===== config.mk =====
export PLATFORM = sky130hd
export DESIGN_NAME = top_arbiter
export DESIGN_NICKNAME = d
export VERILOG_FILES = /design/src/rtl/top_arbiter.sv
export SDC_FILE = /design/constraint.sdc
export NUM_CORES = 1
export LEC_CHECK = 0
export CAP_MARGIN = 30
export CORE_MARGIN = 1.5
export CORE_UTILIZATION = 52
export DETAILED_ROUTE_END_ITERATION = 8
export PLACE_DENSITY_LB_ADDON = 0.1
export SYNTH_ARGS = -nofsm -noshare
export SYNTH_HDL_FRONTEND = slang
export SYNTH_SLANG_ARGS = --single-unit

===== constraint.sdc =====
create_clock -name clk -period 2.2 [get_ports clk]
set_input_delay 0.44 -clock clk [delete_from_list [all_inputs] [get_ports clk]]
set_output_delay 0.44 -clock clk [all_outputs]
set_load 0.01 [all_outputs]

===== src/rtl/top_arbiter.sv =====
// top_arbiter
//
// Round-robin arbiter and sequencer in front of the shared `top` datapath.
// One requester at a time owns the datapath; the grant ends on a completion
// strobe, on withdrawal of the owner's request, or when the hold limit is
// reached. A forced end is flagged by a one-cycle timeout pulse. Every grant
// is followed by a one-cycle gap before the next arbitration.
//
// Parameters
//   N         number of requesters (N >= 2)
//   MAX_HOLD  maximum grant length in cycles (MAX_HOLD >= 1)
//
// Ports
//   clk      in   single clock, rising edge
//   rst      in   synchronous active-high reset, highest priority
//   req      in   [N-1:0] request vector, bit i = requester i
//   done     in   completion strobe, only looked at while a grant is active
//   grant    out  [N-1:0] registered one-hot grant, zero when not busy
//   sel      out  index of the granted requester, holds its value when idle
//   busy     out  high exactly while a grant bit is high
//   timeout  out  one-cycle pulse in the gap after a forced end

module top_arbiter #(
  parameter int N        = 4,
  parameter int MAX_HOLD = 8
) (
  input  logic                                clk,
  input  logic                                rst,
  input  logic [N-1:0]                        req,
  input  logic                                done,
  output logic [N-1:0]                        grant,
  output logic [((N > 1) ? $clog2(N) : 1)-1:0] sel,
  output logic                                busy,
  output logic                                timeout
);

  localparam int SW = (N > 1) ? $clog2(N) : 1;
  localparam int HW = $clog2(MAX_HOLD + 1);

  // Last hold count value before the grant is forcibly ended.
  localparam logic [HW-1:0] HOLD_LAST = HW'(MAX_HOLD - 1);
  localparam logic [SW-1:0] SEL_LAST  = SW'(N - 1);

  localparam logic [1:0] ST_IDLE  = 2'd0;
  localparam logic [1:0] ST_GRANT = 2'd1;
  localparam logic [1:0] ST_GAP   = 2'd2;

  logic [1:0]    state;
  logic [SW-1:0] ptr;
  logic [HW-1:0] hold_cnt;

  logic [SW-1:0] pick;
  logic [N-1:0]  pick_onehot;
  logic [SW-1:0] ptr_next;
  logic          at_limit;
  logic          owner_req;
  logic          end_grant;
  logic          forced_end;

  // Round-robin search: first set bit of r at or above p, wrapping N-1 -> 0.
  // The request vector is rotated so that bit p lands at position 0, the
  // lowest set bit gives the offset, and the offset is added back modulo N.
  function automatic logic [SW-1:0] rr_pick(input logic [N-1:0] r,
                                            input logic [SW-1:0] p);
    logic [2*N-1:0] dbl;
    logic [N-1:0]   rot;
    logic [SW-1:0]  off;
    logic           found;
    logic [SW:0]    sum;
    dbl   = {r, r} >> p;
    rot   = dbl[N-1:0];
    off   = {SW{1'b0}};
    found = 1'b0;
    for (int k = 0; k < N; k++) begin
      if (!found && rot[k]) begin
        found = 1'b1;
        off   = SW'(k);
      end else begin
        found = found;
      end
    end
    sum = {1'b0, p} + {1'b0, off};
    if (sum >= (SW + 1)'(N)) begin
      sum = sum - (SW + 1)'(N);
    end else begin
      sum = sum;
    end
    return sum[SW-1:0];
  endfunction

  // Arbitration choice, exit decode and next pointer for the current cycle.
  always_comb begin
    pick        = rr_pick(req, ptr);
    pick_onehot = {{(N - 1){1'b0}}, 1'b1} << pick;
    at_limit    = (hold_cnt == HOLD_LAST);
    owner_req   = req[sel];
    end_grant   = 1'b0;
    forced_end  = 1'b0;
    if (state == ST_GRANT) begin
      end_grant  = done | ~owner_req | at_limit;
      // done or withdrawal take precedence over the hold limit
      forced_end = ~done & owner_req & at_limit;
    end else begin
      end_grant  = 1'b0;
      forced_end = 1'b0;
    end
    if (sel == SEL_LAST) begin
      ptr_next = {SW{1'b0}};
    end else begin
      ptr_next = sel + SW'(1);
    end
  end

  // Sequencer state, pointer, hold counter and all registered outputs.
  always_ff @(posedge clk) begin
    if (rst) begin
      state    <= ST_IDLE;
      ptr      <= {SW{1'b0}};
      hold_cnt <= {HW{1'b0}};
      grant    <= {N{1'b0}};
      sel      <= {SW{1'b0}};
      busy     <= 1'b0;
      timeout  <= 1'b0;
    end else begin
      case (state)
        ST_IDLE: begin
          timeout <= 1'b0;
          if (|req) begin
            state    <= ST_GRANT;
            grant    <= pick_onehot;
            sel      <= pick;
            busy     <= 1'b1;
            hold_cnt <= {HW{1'b0}};
          end else begin
            state <= ST_IDLE;
          end
        end
        ST_GRANT: begin
          if (end_grant) begin
            state   <= ST_GAP;
            grant   <= {N{1'b0}};
            busy    <= 1'b0;
            ptr     <= ptr_next;
            timeout <= forced_end;
          end else begin
            hold_cnt <= hold_cnt + HW'(1);
            timeout  <= 1'b0;
          end
        end
        ST_GAP: begin
          // requests seen here are ignored; arbitration resumes in IDLE
          state   <= ST_IDLE;
          timeout <= 1'b0;
        end
        default: begin
          state    <= ST_IDLE;
          grant    <= {N{1'b0}};
          busy     <= 1'b0;
          timeout  <= 1'b0;
          hold_cnt <= {HW{1'b0}};
        end
      endcase
    end
  end

  top_arbiter_checker #(
    .N  (N),
    .SW (SW)
  ) u_checker (
    .clk     (clk),
    .rst     (rst),
    .grant   (grant),
    .sel     (sel),
    .busy    (busy),
    .timeout (timeout)
  );

endmodule

// top_arbiter_checker
//
// Output invariants of top_arbiter: grant is one-hot or zero, busy mirrors
// the grant vector, the granted bit matches sel, and timeout never overlaps
// an active grant.
//
// Ports
//   clk, rst                      clock and synchronous reset of the arbiter
//   grant, sel, busy, timeout     arbiter outputs under observation

module top_arbiter_checker #(
  parameter int N  = 4,
  parameter int SW = 2
) (
  input logic          clk,
  input logic          rst,
  input logic [N-1:0]  grant,
  input logic [SW-1:0] sel,
  input logic          busy,
  input logic          timeout
);

  // Output invariants sampled on every edge outside reset.
  always @(posedge clk) begin
    if (!rst) begin
      assert ($onehot0(grant));
      assert (busy == (|grant));
      assert (!(timeout && busy));
      assert (!busy || grant[sel]);
    end else begin
    end
  end

endmodule


==> metrics.yaml <==
floorplan:
  rows: 15
  core_area_mm2: 0.00178
  pin_count: 15
  initial_utilization: 0.575
  die_h_um: 47.4
  die_width_um: 47.4
  die_area_mm2: 0.00225
yosys:
  yosysMostFrequentCell: "dfxtp_1"
  yosysSeqAreaShare: 0.312
  synth_top_area_cell: "dfxtp_1"
  synth_compound_area_frac: 0.234
  synthFlopType: "dfxtp_1"
  ys_async_sr_fraction: 0
  syn_area_mm2: 0.00103
  syn-num-nets: 136
  synthAdderAreaFrac: 0.0366
  syn_avg_cell_area_um2: 8.14
  synth_top_area_share: 0.312
  ys_ff_latch: 16
  yosys_warnings: 0
  synth_simple_gate_area_frac: 0.312
  muxShareOfSynthArea: 0.0293
  synthCells: 126
  synth_top_family_by_area: "simple AND/OR/NAND/NOR gates"
  synthXorXnorAreaFrac: 0.0171
  synth_cell_types: 43
  synth_edf_count: 0
  ys_top_cells_by_count: "16 x dfxtp_1, 13 x nand3_1, 11 x nor2_1"
  yosys-top-cells-area: "dfxtp_1 31%, nand3_1 6.3%, o21ai_0 4.9%"
sta:
  worst_pin_slew_ps: 364
  relSlewSlack: 0.751
  clock_skew_ps: 0.485
  whs_ps: 478
  period_minus_slack_ps: 2190
  maxClockFrequency_mhz: 456
  fin_crit_sh: 0.998
  finalSetupViolCount: 0
  hold_viol: 0
  final_max_slew_viol_count: 0
  setup_tns_ps: 0
detailed_routing:
  ant_nets: 0
  firstDrtPassIters: 4
  drc: 0
  wl_per_cell_um: 13.9
  finalWirelength_um: 2460
  drtIter0Drc: 38
  routed_via_density: 5.82
  via_count: 1030
run_status:
  status: "complete, no violations"
cts:
  cts_tree: "built"
  cts_sinks: 16
  cts_buffers: 3
  clockBufferDepth: 2
  clk_latency_ps: 290
  postCtsSetupBuffers: 0
  cts.root.buffer_cell: "clkbuf_4"
  cts.clk_slew.worst_paths_ps: 100
  cts.htree.levels: 1
finish:
  num_antenna_cells: 0
  final_nets: 163
  drive_above_1_share: 0.230
  area_growth_pct: 32.4
  fillCellCount: 146
pwr:
  ir_drop_mv: 0.575
  p_leak_uw: 0.000541
  p_per_area_mw_per_mm2: 686
worst_hold_path:
  hold_path.class: "flop to flop"
critical_path:
  critPathMostFrequentCell: "nand3_1"
  crit_required_ps: 2440
  worstSetupPathType: "input pin to flop"
  path_cells: "clkdlybuf4s50_1 > buf_4 > o211ai_1 > nand3_2 > ha_4 > xnor2_2 > nor4b_2 > nand3_1 > nand3_1"
  crit_buf_inv: 2
  arrival_ps: 2430
  crit_family: "simple AND/OR/NAND/NOR gates"
  path_max_fanout: 7
  worst_path_max_delay_cell: "clkdlybuf4s50_1"
  slowest_delay_ps: 490
  worst_setup_path_end_kind: "flop"
  crit_path_start_kind: "input pin"
placed_design:
  io_buffers: 14
  gp_congestion: 0.885
  hpwl_um: 1720
global_route:
  grt_pass1_wl_um: 3770
  grt_max_degree: 14
  grtUsageTotal: 0.237
  grt_pass1_vias: 854
  antenna_found_initial: 0
  overflow: 0
flow_run:
  maxCapViolations: 0
-- cells in the final DEF, fill, tap and decap left out, types with 3 or more instances in the layout --
cell / instances
dfxtp_1: 16
o211ai_1: 3
o21ai_0: 9
buf_4: 17
clkbuf_4: 3
nor2_1: 11
dlymetal6s2s_1: 3
nand2_1: 8
nor3_1: 3
mux2i_1: 3
or3_1: 3
nand3_1: 12
clkdlybuf4s50_1: 11
a21oi_1: 8
-- per-stage QoR --
| stage | total power [uW] | cell area [um^2] | std cells | setup WS (ps) | util |
|---|---|---|---|---|---|
| after CTS | 904 | 1310 | 177 | 11.7 | 0.734 |
| after global routing | 988 | 1360 | 177 | -94.5 | 0.762 |
| after global placement | 699 | 1270 | 173 | -265 | 0.714 |
| final | 932 | 1360 | 177 | 5.50 | 0.762 |
| after detailed placement | 705 | 1270 | 173 | -290 | 0.714 |
| after floorplan | 577 | 1030 | 126 | 182 | - |
-- report_power, final --
part           total [uW]  internal [uW]  switching, uW
sequential            366            325           41.4
combinational         368            191            178
clock                 198            101           97.2
-- worst min-delay path: stages, from the launching register on --
cell     delay, ps
dfxtp_1        340
nand2_1         50
nand3_1         70
-- worst paths after layout --
check	from	end	slack, ps	cells past startpoint
setup / recovery	req[2]	grant[3]$_SDFFE_PP0P_	5	9
hold / removal	grant[3]$_SDFFE_PP0P_	grant[3]$_SDFFE_PP0P_	480	2
setup reg to reg	ptr[0]$_SDFFE_PP0P_	grant[3]$_SDFFE_PP0P_	210	10
hold reg to reg	grant[3]$_SDFFE_PP0P_	grant[3]$_SDFFE_PP0P_	480	2
-- repair_timing --
action / in CTS / in global routing
gates resized for setup: 0 / 11
hold buffers: 0 / 0
setup endpoints to repair: 0 / 6
-- metal layers --
metal | up-vias | routed length, um | global-route usage
li1 | 528 | - | -
met1 | 471 | 1200 | 0.347
met2 | 29 | 1130 | 0.349
met3 | 2 | 99 | 0.0566
met4 | 0 | 21 | 0.0667
met5 | - | 0 | 0
-- cell families (layout without fill, tap and decap cells) --
kind of cell / count (synthesis) / count (layout)
adder cells (fa/ha/maj): 3 / 3
multiplexers: 3 / 3
buffers and inverters: 11 / 37
AND/OR/NAND/NOR: 56 / 56
flip-flops: 16 / 16
AO/OA/AOI/OAI: 35 / 35
XOR/XNOR: 2 / 2
-- cell type report --
class                           count  area [um^2]  share of cell area
Tap cell                           25         31.3              0.0230
Inverter                            2         7.51             0.00552
Clock buffer                        4         36.3              0.0267
Sequential cell                    16          320               0.236
Timing Repair Buffer               31          275               0.203
Multi-Input combinational cell     99          688               0.506
-- registers in the layout, indices dropped and copies added (netlist names) --
signal and count:
grant 4, hold_cnt 4, ptr 2, sel 2, state 2, busy 1, timeout 1
No activity file was read; power rests on OpenSTA's default activity.
